`src/rtl/xcorr_pkg.sv`:
```
// Shared types and constants for the FFT correlator frame scheduler.
package xcorr_pkg;

    localparam int unsigned SAMPLE_W       = 12;
    localparam int unsigned EXP_W          = 8;
    localparam int unsigned CONF_W         = 8;
    localparam int unsigned CONF_FWD_BIT   = 0;
    localparam int unsigned CONF_SCALE_LSB = 1;
    localparam int unsigned SCALE_W        = 7;

    typedef enum logic [1:0] {
        ST_IDLE,
        ST_CFG,
        ST_STREAM
    } state_t;

    typedef enum logic {
        TAG_A = 1'b0,
        TAG_B = 1'b1
    } tag_t;

    // Unsigned add clamped at all-ones.
    function automatic logic [EXP_W-1:0] sat_add(input logic [EXP_W-1:0] x,
                                                 input logic [EXP_W-1:0] y);
        logic [EXP_W:0] s;
        s = {1'b0, x} + {1'b0, y};
        return s[EXP_W] ? '1 : s[EXP_W-1:0];
    endfunction

endpackage

```
`src/rtl/xcorr_tag_fifo.sv`:
```
// Small FIFO of requester tags for frames in flight through the FFT core.
import xcorr_pkg::*;

module xcorr_tag_fifo #(
    parameter int unsigned DEPTH = 4
) (
    input  logic clk,
    input  logic rst,
    input  logic push,
    input  logic pop,
    input  tag_t din,
    output tag_t head,
    output logic full,
    output logic empty
);

    localparam int unsigned AW = (DEPTH > 1) ? $clog2(DEPTH) : 1;

    tag_t           mem [DEPTH];
    logic [AW-1:0]  wptr;
    logic [AW-1:0]  rptr;
    logic [AW:0]    count;
    logic           do_push;
    logic           do_pop;

    assign full    = (count == (AW+1)'(DEPTH));
    assign empty   = (count == '0);
    assign do_push = push & ~full;
    assign do_pop  = pop & ~empty;
    assign head    = mem[rptr];

    // Storage, pointers and occupancy; simultaneous push/pop leaves count unchanged.
    always_ff @(posedge clk or posedge rst) begin
        if (rst) begin
            for (int unsigned i = 0; i < DEPTH; i++) mem[i] <= TAG_A;
            wptr  <= '0;
            rptr  <= '0;
            count <= '0;
        end else begin
            if (do_push) begin
                mem[wptr] <= din;
                wptr      <= wptr + AW'(1);
            end
            if (do_pop) rptr <= rptr + AW'(1);
            if (do_push && !do_pop)      count <= count + (AW+1)'(1);
            else if (do_pop && !do_push) count <= count - (AW+1)'(1);
        end
    end

endmodule

```
`src/rtl/xcorr_fft_sched.sv`:
```
// Frame scheduler sharing one streaming FFT core between requester A (forward)
// and requester B (inverse), routing core output frames back by tag.
// Optional feature macro: XCORR_EXP_ACC_EN (B-frame exponent accumulates the
// last A-frame exponent, saturating).
import xcorr_pkg::*;

module xcorr_fft_sched #(
    parameter int unsigned  LOG2_N    = 10,
    parameter int unsigned  TAG_DEPTH = 4,
    parameter logic [6:0]   SCALE_FWD = 7'h2A,
    parameter logic [6:0]   SCALE_INV = 7'h2A
) (
    input  logic                clk,
    input  logic                rst,
    input  logic                a_val,
    output logic                a_rdy,
    input  logic [SAMPLE_W-1:0] a_i,
    input  logic [SAMPLE_W-1:0] a_q,
    input  logic                b_val,
    output logic                b_rdy,
    input  logic [SAMPLE_W-1:0] b_i,
    input  logic [SAMPLE_W-1:0] b_q,
    output logic                fft_ival,
    output logic [SAMPLE_W-1:0] fft_i,
    output logic [SAMPLE_W-1:0] fft_q,
    output logic [CONF_W-1:0]   fft_conf,
    input  logic                fft_oval,
    input  logic                fft_oeop,
    input  logic [SAMPLE_W-1:0] fft_oi,
    input  logic [SAMPLE_W-1:0] fft_oq,
    input  logic [EXP_W-1:0]    fft_oexp,
    output logic                oa_val,
    output logic                ob_val,
    output logic                oa_eop,
    output logic                ob_eop,
    output logic [SAMPLE_W-1:0] o_i,
    output logic [SAMPLE_W-1:0] o_q,
    output logic [EXP_W-1:0]    o_exp,
    output logic                err_orphan
);

    state_t             state;
    tag_t               gnt;
    logic               prio_b;
    logic [LOG2_N-1:0]  cnt;
    logic [CONF_W-1:0]  conf_a;
    logic [CONF_W-1:0]  conf_b;
    logic               pick_b;
    logic               acc_a;
    logic               acc_b;
    logic               tag_push;
    logic               tag_pop;
    tag_t               head;
    logic               tag_full;
    logic               tag_empty;
    logic               routed;

    // Per-requester core configuration words.
    always_comb begin
        conf_a = '0;
        conf_a[CONF_FWD_BIT] = 1'b1;
        conf_a[CONF_SCALE_LSB +: SCALE_W] = SCALE_FWD;
        conf_b = '0;
        conf_b[CONF_SCALE_LSB +: SCALE_W] = SCALE_INV;
    end

    assign pick_b   = b_val & (~a_val | prio_b);
    assign acc_a    = a_val & a_rdy;
    assign acc_b    = b_val & b_rdy;
    assign tag_push = (state == ST_CFG);
    assign tag_pop  = fft_oval & fft_oeop;

    // Frame FSM: the grant and config word are captured on the IDLE->CFG edge so
    // fft_conf is already valid during the CFG cycle, where the tag is pushed.
    always_ff @(posedge clk or posedge rst) begin
        if (rst) begin
            state    <= ST_IDLE;
            gnt      <= TAG_A;
            prio_b   <= 1'b0;
            cnt      <= '0;
            a_rdy    <= 1'b0;
            b_rdy    <= 1'b0;
            fft_conf <= '0;
        end else begin
            case (state)
                ST_IDLE: begin
                    if ((a_val || b_val) && !tag_full) begin
                        gnt      <= pick_b ? TAG_B : TAG_A;
                        prio_b   <= ~pick_b;
                        fft_conf <= pick_b ? conf_b : conf_a;
                        state    <= ST_CFG;
                    end
                end
                ST_CFG: begin
                    a_rdy <= (gnt == TAG_A);
                    b_rdy <= (gnt == TAG_B);
                    state <= ST_STREAM;
                end
                ST_STREAM: begin
                    if (acc_a || acc_b) begin
                        cnt <= cnt + LOG2_N'(1);
                        if (cnt == '1) begin
                            a_rdy <= 1'b0;
                            b_rdy <= 1'b0;
                            state <= ST_IDLE;
                        end
                    end
                end
                default: state <= ST_IDLE;
            endcase
        end
    end

    // Core input data path: one-cycle registered copy of the accepted sample.
    always_ff @(posedge clk or posedge rst) begin
        if (rst) begin
            fft_ival <= 1'b0;
            fft_i    <= '0;
            fft_q    <= '0;
        end else begin
            fft_ival <= acc_a | acc_b;
            if (acc_a || acc_b) begin
                fft_i <= acc_b ? b_i : a_i;
                fft_q <= acc_b ? b_q : a_q;
            end
        end
    end

    xcorr_tag_fifo #(.DEPTH(TAG_DEPTH)) u_tag_fifo (
        .clk   (clk),
        .rst   (rst),
        .push  (tag_push),
        .pop   (tag_pop),
        .din   (gnt),
        .head  (head),
        .full  (tag_full),
        .empty (tag_empty)
    );

    // Output routing by head tag; nothing is routed without a tag.
    assign routed = fft_oval & ~tag_empty;
    assign oa_val = routed & (head == TAG_A);
    assign ob_val = routed & (head == TAG_B);
    assign oa_eop = oa_val & fft_oeop;
    assign ob_eop = ob_val & fft_oeop;
    assign o_i    = routed ? fft_oi : '0;
    assign o_q    = routed ? fft_oq : '0;

    // Sticky flag for core output arriving with no frame in flight.
    always_ff @(posedge clk or posedge rst) begin
        if (rst)                         err_orphan <= 1'b0;
        else if (fft_oval && tag_empty)  err_orphan <= 1'b1;
    end

`ifdef XCORR_EXP_ACC_EN
    logic [EXP_W-1:0] a_exp_lat;

    // Remember the exponent of the most recent A frame.
    always_ff @(posedge clk or posedge rst) begin
        if (rst)         a_exp_lat <= '0;
        else if (oa_eop) a_exp_lat <= fft_oexp;
    end

    assign o_exp = ob_val ? sat_add(fft_oexp, a_exp_lat) :
                   routed ? fft_oexp : '0;
`else
    assign o_exp = routed ? fft_oexp : '0;
`endif

endmodule

```
`config.mk`:
```
export PLATFORM = sky130hd
export DESIGN_NAME = xcorr_fft_sched
export DESIGN_NICKNAME = d
export VERILOG_FILES = /design/src/rtl/xcorr_pkg.sv /design/src/rtl/xcorr_tag_fifo.sv /design/src/rtl/xcorr_fft_sched.sv
export SDC_FILE = /design/constraint.sdc
export NUM_CORES = 1
export LEC_CHECK = 0
export BUFFER_PORTS_ARGS = -buffer_cell sky130_fd_sc_hd__buf_4
export CAP_MARGIN = 0
export CORE_MARGIN = 1
export CORE_UTILIZATION = 48
export DETAILED_ROUTE_END_ITERATION = 8
export GPL_TIMING_DRIVEN = 0
export PLACE_DENSITY = 0.86
export SLEW_MARGIN = 0
export SYNTH_ARGS = -nofsm -noshare
export SYNTH_HDL_FRONTEND = slang
export SYNTH_SLANG_ARGS = --single-unit
```
`constraint.sdc`:
```
create_clock -name clk -period 4.21 [get_ports clk]
set_input_delay 0.2105 -clock clk [delete_from_list [all_inputs] [get_ports clk]]
set_output_delay 0.2105 -clock clk [all_outputs]
set_load 0.02 [all_outputs]
```
==> run metrics, run 1 <==
outcome=finished clean; WS Path Type=register to register; pin count of the biggest net entering global routing=29; Fin Hold WS=128 ps; Netlist cell types=37; peak supply drop=0.418 mV; synthesized instance count=273; drt first-iter violations=75; clk buf depth=2; Slew HR=61.4%; GRT Total Usage=22.7%; dpl hpwl=5.66 mm; Via-to-Cell Ratio=4.80; most frequent cell after synthesis=dfrtp_1; core box area=5570 um^2; Mean Syn Cell Area=10.4 um^2; Period Utilization, post-route=56.8%; Worst path max stage delay=440 ps; Site Rows=27; number of H-tree levels=2; 1st-pass router iterations=4; asr flop ratio synth=100%; Cell Chain, Critical Path=nor3_1, nor2b_1, clkbuf_1, nand2_1, ha_1, inv_1, fa_1, xor2_1, nor2_1, xor2_1; Synth Register Bits=54; final setup fails=0; top_reg_cell synth=dfrtp_1; Power Internal=0.00146 W; Crit Path Max Fanout=10; Final WS setup=1820 ps; antenna cells=0; Fillers=402; Fin Clk Skew=4.36 ps; Slew @ Worst Pin=578 ps; first-pass GRT wire length=11.1 mm; area growth from synthesis to layout=48.1%; Post-synth EDFFs=0; TritonCTS clock tree=done; combinational power share=53.4%; Lkg Pwr=2.25 nW; clk root buf=clkbuf_8; vias in the first global route=2408; die height=78.7 um; pwr/cell area=597 nW/um^2; CP required=4430 ps; Hold Crit Class=primary input to register; Setup WS pre-CTS=1840 ps; Layout Nets=534; Critical Path End Type=register; Worst Path Buf+Inv=2; Slew Limit Fails=0; crit start category=register; Via Count=2450; Peak Freq=418 MHz; slowest CP cell=dfrtp_1; Synth top area share=47.8%; Worst-Skew Late Latency=300 ps; most frequent CP cell=xor2_1; Avg WL per Cell=13.7 um; Reg power frac=35.8%; Overflow after GRT=0; Die ar.=6200 um^2; setup tns final=0 ps; number of max-cap violations=0; Tmin final=2390 ps; post-CTS setup buffer count=0; Synth Cell Area=2830 um^2; cell family with most CP delay=simple AND/OR/NAND/NOR gates; Total Power=0.00250 W; ANT nets after route=0; DRC=0; Yosys warnings=0; I/O pin total=158; Synth area leaders=dfrtp_1 (48%), mux2i_1 (8.5%), and2_1 (7.5%); most common library cells after synthesis=dfrtp_1 (54), nand2_1 (36), and2_1 (34); clock sinks=54; Die Wd=78.7 um; Post-Route WL=6.99 mm; initial antenna violation count=0; share of cells above drive strength 1=43.2%; NetSw=0.00103 W; Clock Power Share=10.7%; switch share=41.4%; largest area contributor in the netlist=dfrtp_1; Clock transition at path regs=90 ps; RSZ-0062 raised after global routing=no; Final Wtd Congestion=0.768; register area share after synthesis=47.8%; Final Hold Viols=0; number of buffers created by CTS=5; hold-fix buffers at CTS=1; post_cts resized=0; Worst Path Arrival=2610 ps; IO buf count=153; initial core utilization=50.7%
==> worst paths after layout <==
kind	slack, ps	end	start	depth (start not counted)
max in group asynchronous	3120	a_rdy$_DFFE_PP0P_	rst	4
worst max-delay path	1820	u_tag_fifo.count[2]$_DFFE_PP0P_	u_tag_fifo.count[2]$_DFFE_PP0P_	10
min in group asynchronous	550	fft_q[10]$_DFFE_PP0P_	rst	3
worst min-delay path	130	err_orphan$_DFFE_PP0P_	fft_oval	2
worst max register to register	1820	u_tag_fifo.count[2]$_DFFE_PP0P_	u_tag_fifo.count[2]$_DFFE_PP0P_	10
worst min register to register	470	err_orphan$_DFFE_PP0P_	err_orphan$_DFFE_PP0P_	1
==> cells by family after synthesis <==
logic type      count (synthesis)  synth area share [%]
simple gates                   92                  16.5
flops                          54                  47.8
compound gates                 38                  8.81
mux                            32                  12.2
buf+inv                        31                  5.22
xor+xnor                       15                  4.65
fa+ha+maj                      10                  4.69
other cells                     1                 0.133
==> metrics by stage <==
| step | utilization [%] | cells | area [um^2] |
|---|---|---|---|
| floorplan | - | 276 | 2840 |
| global placement | 73.1 | 501 | 4080 |
| detailed placement | 73.5 | 502 | 4100 |
| CTS | 75.1 | 510 | 4190 |
| global route | 75.1 | 510 | 4190 |
| finish | 75.1 | 510 | 4190 |
==> sequential cells by signal, summed over array words and instances (netlist names) <==
name and count:
u_tag_fifo.mem 4, a_rdy 1, fft_i 12, fft_ival 1, u_tag_fifo.rptr 2, b_rdy 1, u_tag_fifo.count 3, gnt 1
fft_q 12, u_tag_fifo.wptr 2, fft_conf 2, state 2, err_orphan 1, cnt 10
==> per-layer routing <==
layer  track usage, %  share of wire (%)
met1             28.5                 42
met2             40.7                 52
met3             3.45                4.4
met4             5.56                1.2
met5                0                  0
==> power by group through the flow <==
stage               clock network [W]  logic (W)  registers [W]
global placement                    0    0.00130       0.000889
global route                 0.000294    0.00145       0.000925
finish                       0.000268    0.00134       0.000896
floorplan                           0   0.000675        0.00104
CTS                          0.000277    0.00135       0.000895
detailed placement                  0    0.00134       0.000904
==> layout by cell type, fill, tap and decap left out, drive strengths merged <==
cell / netlist / final
or2: 2 / 2
nand2: 36 / 36
clkbuf: 7 / 12
nand3: 5 / 5
nand4: 1 / 1
o21ai: 27 / 27
xor2: 6 / 6
buf: 11 / 165
dlygate4sd3: 0 / 1
or3: 1 / 1
a32o: 2 / 2
and3: 1 / 1
nor4: 1 / 1
a21boi: 1 / 1
mux4: 1 / 1
nor2b: 2 / 2
xnor2: 9 / 9
inv: 13 / 13
fa: 1 / 1
clkinv: 0 / 2
o41ai: 1 / 1
dfrtp: 54 / 54
o2111ai: 1 / 1
mux2: 7 / 7
a21o: 1 / 1
a22oi: 1 / 1
ha: 9 / 9
conb: 1 / 4
a21oi: 3 / 3
nor3: 3 / 3
mux2i: 24 / 24
and2: 34 / 34
o21a: 1 / 1
nor2: 6 / 6
==> cell type report <==
cell class	instances	area [um^2]	area share, %
plain buffers	18	98.8	2.36
inverters	13	48.8	1.17
repair buffers	155	1180	28.2
clock inverters	2	10.0	0.239
clock buffers	5	68.8	1.64
well taps	72	90.1	2.15
flip-flops and latches	54	1350	32.3
multi-input cells	191	1340	32.0
==> worst register-to-register path: stages (launching register included) <==
cell and delay (ps):
dfrtp_1 440, nor3_1 310, nor2b_1 80, clkbuf_1 190
nand2_1 170, ha_1 210, inv_1 70, fa_1 370
xor2_1 160, nor2_1 140, xor2_1 170
Note: power is estimated with default switching activity, not from simulation.
==> run 2: changes to the inputs <==
--- a/config.mk
+++ b/config.mk
@@ -8,10 +8,10 @@
 export BUFFER_PORTS_ARGS = -buffer_cell sky130_fd_sc_hd__buf_4
 export CAP_MARGIN = 0
 export CORE_MARGIN = 1
-export CORE_UTILIZATION = 48
+export CORE_UTILIZATION = 44
 export DETAILED_ROUTE_END_ITERATION = 8
 export GPL_TIMING_DRIVEN = 0
-export PLACE_DENSITY = 0.86
+export PLACE_DENSITY = 0.8
 export SLEW_MARGIN = 0
 export SYNTH_ARGS = -nofsm -noshare
 export SYNTH_HDL_FRONTEND = slang
==> constraint.sdc (replaced) <==
create_clock -name clk -period 2.35 [get_ports clk]
set_input_delay 0.1175 -clock clk [delete_from_list [all_inputs] [get_ports clk]]
set_output_delay 0.1175 -clock clk [all_outputs]
set_load 0.02 [all_outputs]
==> run 2 against run 1 <==
Compared with the run above:
- cell count grew 0.78%
- count of clock-buffer cells in the layout rose by 2
- via count is 0.86% higher
- non-clock buffer count stayed put
- hold slack lost 110 ps
- clock power is 93% higher
- sequential power is 80% higher
- maximum frequency is 7.9% higher
- sequential share of layout area shrank 0.17 points
- register-to-register slack lost 1700 ps
- flip-flop and latch count unchanged
==> run metrics, run 2 (synthesis results as in run 1) <==
dpl hpwl=5.75 mm (+1.7%); initial antenna violation count=0 (unchanged); Layout Nets=534 (unchanged); depth of the most critical reg-to-reg path=9 (-1); number of max-cap violations=0 (unchanged); RSZ-0062 raised after global routing=no; final setup fails=0 (unchanged); Slew HR=59.5% (-1.9 points); Site Rows=28 (+3.7%); area growth from synthesis to layout=48.9%; R2R Setup Slk=140 ps (-1690 ps); vias in the first global route=2380 (-1.2%); crit start category=register; IO buf count=153 (unchanged); Period Utilization, post-route=94.2% (+37 points); commonest non-fill, non-tap cell in the layout=buf_4; Via Count=2471 (+0.86%); Slew @ Worst Pin=607 ps (+28.8 ps); largest registers=fft_i: 12 flops, fft_q: 12 flops, cnt: 10 flops; Crit Path Max Fanout=8 (-2); Via-to-Cell Ratio=4.81 (about the same); Worst-Skew Late Latency=300 ps (about the same); Fillers=480 (+19%); antenna cells=0 (unchanged); drt first-iter violations=102 (+36%); design area=4210 um^2 (+0.54%); Critical Path End Type=register; pin count of the biggest net entering global routing=29 (unchanged); Reg power frac=35.6% (-0.2 points); die height=82.2 um (+4.3%); Post-Route WL=6.99 mm (about the same); Final Hold Viols=0 (unchanged); Hold EP=err_orphan$_DFFE_PP0P_; number of buffers created by CTS=5 (unchanged); share of cells above drive strength 1=43.5% (+0.36 points); number of H-tree levels=2 (unchanged); worst r2r dst=u_tag_fifo.count[2]$_DFFE_PP0P_; commonest non-fill, non-tap cells in the layout=buf_4 (160), dfrtp_1 (54), nand2_1 (36); 1st-pass router iterations=4 (unchanged); Slew Limit Fails=0 (unchanged); clk root buf=clkbuf_8; Worst Path Arrival=2430 ps (-180 ps); Cell Count, Final, Fillers Out=514 (+0.78%); WS Path Type=register to register; GRT Total Usage=21.0% (-1.7 points); core box area=6060 um^2 (+8.7%); initial core utilization=46.6% (-4.1 points); Clock transition at path regs=90 ps (about the same); Avg WL per Cell=13.6 um (-0.69%); Die ar.=6750 um^2 (+8.9%); NetSw=0.00185 W (+79%); placed cell count=505 (+0.60%); Hold Crit Class=primary input to register; Tmin final=2210 ps (-175 ps); Power Internal=0.00267 W (+82%); outcome=finished clean; clk buf depth=2 (unchanged); post-CTS setup buffer count=0 (unchanged); Total Power=0.00452 W (+81%); Lkg Pwr=2.25 nW (+0.38%); combinational power share=53.0% (-0.4 points); Final Wtd Congestion=0.756 (-1.5%); DP Area=4100 um^2 (about the same); CP required=2570 ps (-1860 ps); switch share=41.0% (-0.37 points); clock sinks=54 (unchanged); DRC=0 (unchanged); pwr/cell area=1070 nW/um^2 (+80%); hold_sp=fft_oval; first-pass GRT wire length=10.7 mm (-3.5%); Worst R2R Start=state[1]$_DFFE_PP0P_; TritonCTS clock tree=done; Clock Power Share=11.4% (+0.7 points); Fin Clk Skew=6.54 ps (+2.18 ps); peak supply drop=0.688 mV (+65%); I/O pin total=158 (unchanged); Overflow after GRT=0 (unchanged); Peak Freq=452 MHz (+7.9%); ANT nets after route=0 (unchanged); cell depth of the worst hold path=2 (unchanged); setup tns final=0 ps (unchanged); Die Wd=82.2 um (+4.3%); Finished Core Util=69.4% (-5.7 points)
==> run 2: how the worst max path moves through the flow <==
stage / start / end / slack, ps / cells past startpoint
3_5_place_dp: u_tag_fifo.count[2]$_DFFE_PP0P_ / u_tag_fifo.count[2]$_DFFE_PP0P_ / 60 / 10
6_report: state[1]$_DFFE_PP0P_ / u_tag_fifo.count[2]$_DFFE_PP0P_ / 140 / 9
3_3_place_gp: u_tag_fifo.count[2]$_DFFE_PP0P_ / u_tag_fifo.count[2]$_DFFE_PP0P_ / 110 / 10
4_1_cts: u_tag_fifo.count[0]$_DFFE_PP0P_ / u_tag_fifo.count[2]$_DFFE_PP0P_ / 20 / 10
2_1_floorplan: u_tag_fifo.count[2]$_DFFE_PP0P_ / u_tag_fifo.count[2]$_DFFE_PP0P_ / 310 / 10
5_1_grt: u_tag_fifo.count[0]$_DFFE_PP0P_ / u_tag_fifo.count[2]$_DFFE_PP0P_ / 9 / 10
==> run 2: what timing repair did <==
item / CTS / global route
hold buffers: 1 / 0
setup endpoints to repair: 0 / 2
resized for setup: 0 / 3
endpoints found under the hold margin: 27 / 0
==> run 2: power by group through the flow <==
stage	logic, W	clock network, W	registers (W)
after floorplan	0.00121	0	0.00186
after detailed placement	0.00242	0	0.00162
after CTS	0.00243	0.000536	0.00161
after global placement	0.00234	0	0.00160
after global routing	0.00263	0.000574	0.00166
final	0.00239	0.000517	0.00161
==> run 2: worst max-delay path, stage by stage, from the launching register on <==
cell	delay (ps)
dfrtp_1	410
inv_1	80
ha_1	160
a21boi_2	360
ha_1	270
inv_1	60
fa_1	370
xor2_1	150
nor2_1	120
xor2_1	160
==> run 2: cell type report <==
class	instances	area, um^2	area share [%]
Timing Repair Buffer	155	1180	28.0
Sequential cell	54	1350	32.1
Inverter	13	48.8	1.16
Tap cell	75	93.8	2.23
Clock buffer	7	86.3	2.05
Buffer	18	100	2.38
Multi-Input combinational cell	191	1340	31.9
Clock inverter	1	5.00	0.119
==> run 2: per-layer routing <==
metal | vias to the layer above | global-route usage [%] | share of wire (%)
li1 | 1228 | - | -
met1 | 1169 | 24.4 | 40
met2 | 63 | 39.0 | 53
met3 | 11 | 3.96 | 5.5
met4 | 0 | 6.14 | 1.5
met5 | - | 0 | 0
==> run 2: metrics by stage <==
step                hold slack [ps]  setup slack [ps]
floorplan                       234               310
global placement                325               110
detailed placement              232              63.7
CTS                            13.5              19.9
global route                   28.8              9.03
finish                         17.0               135
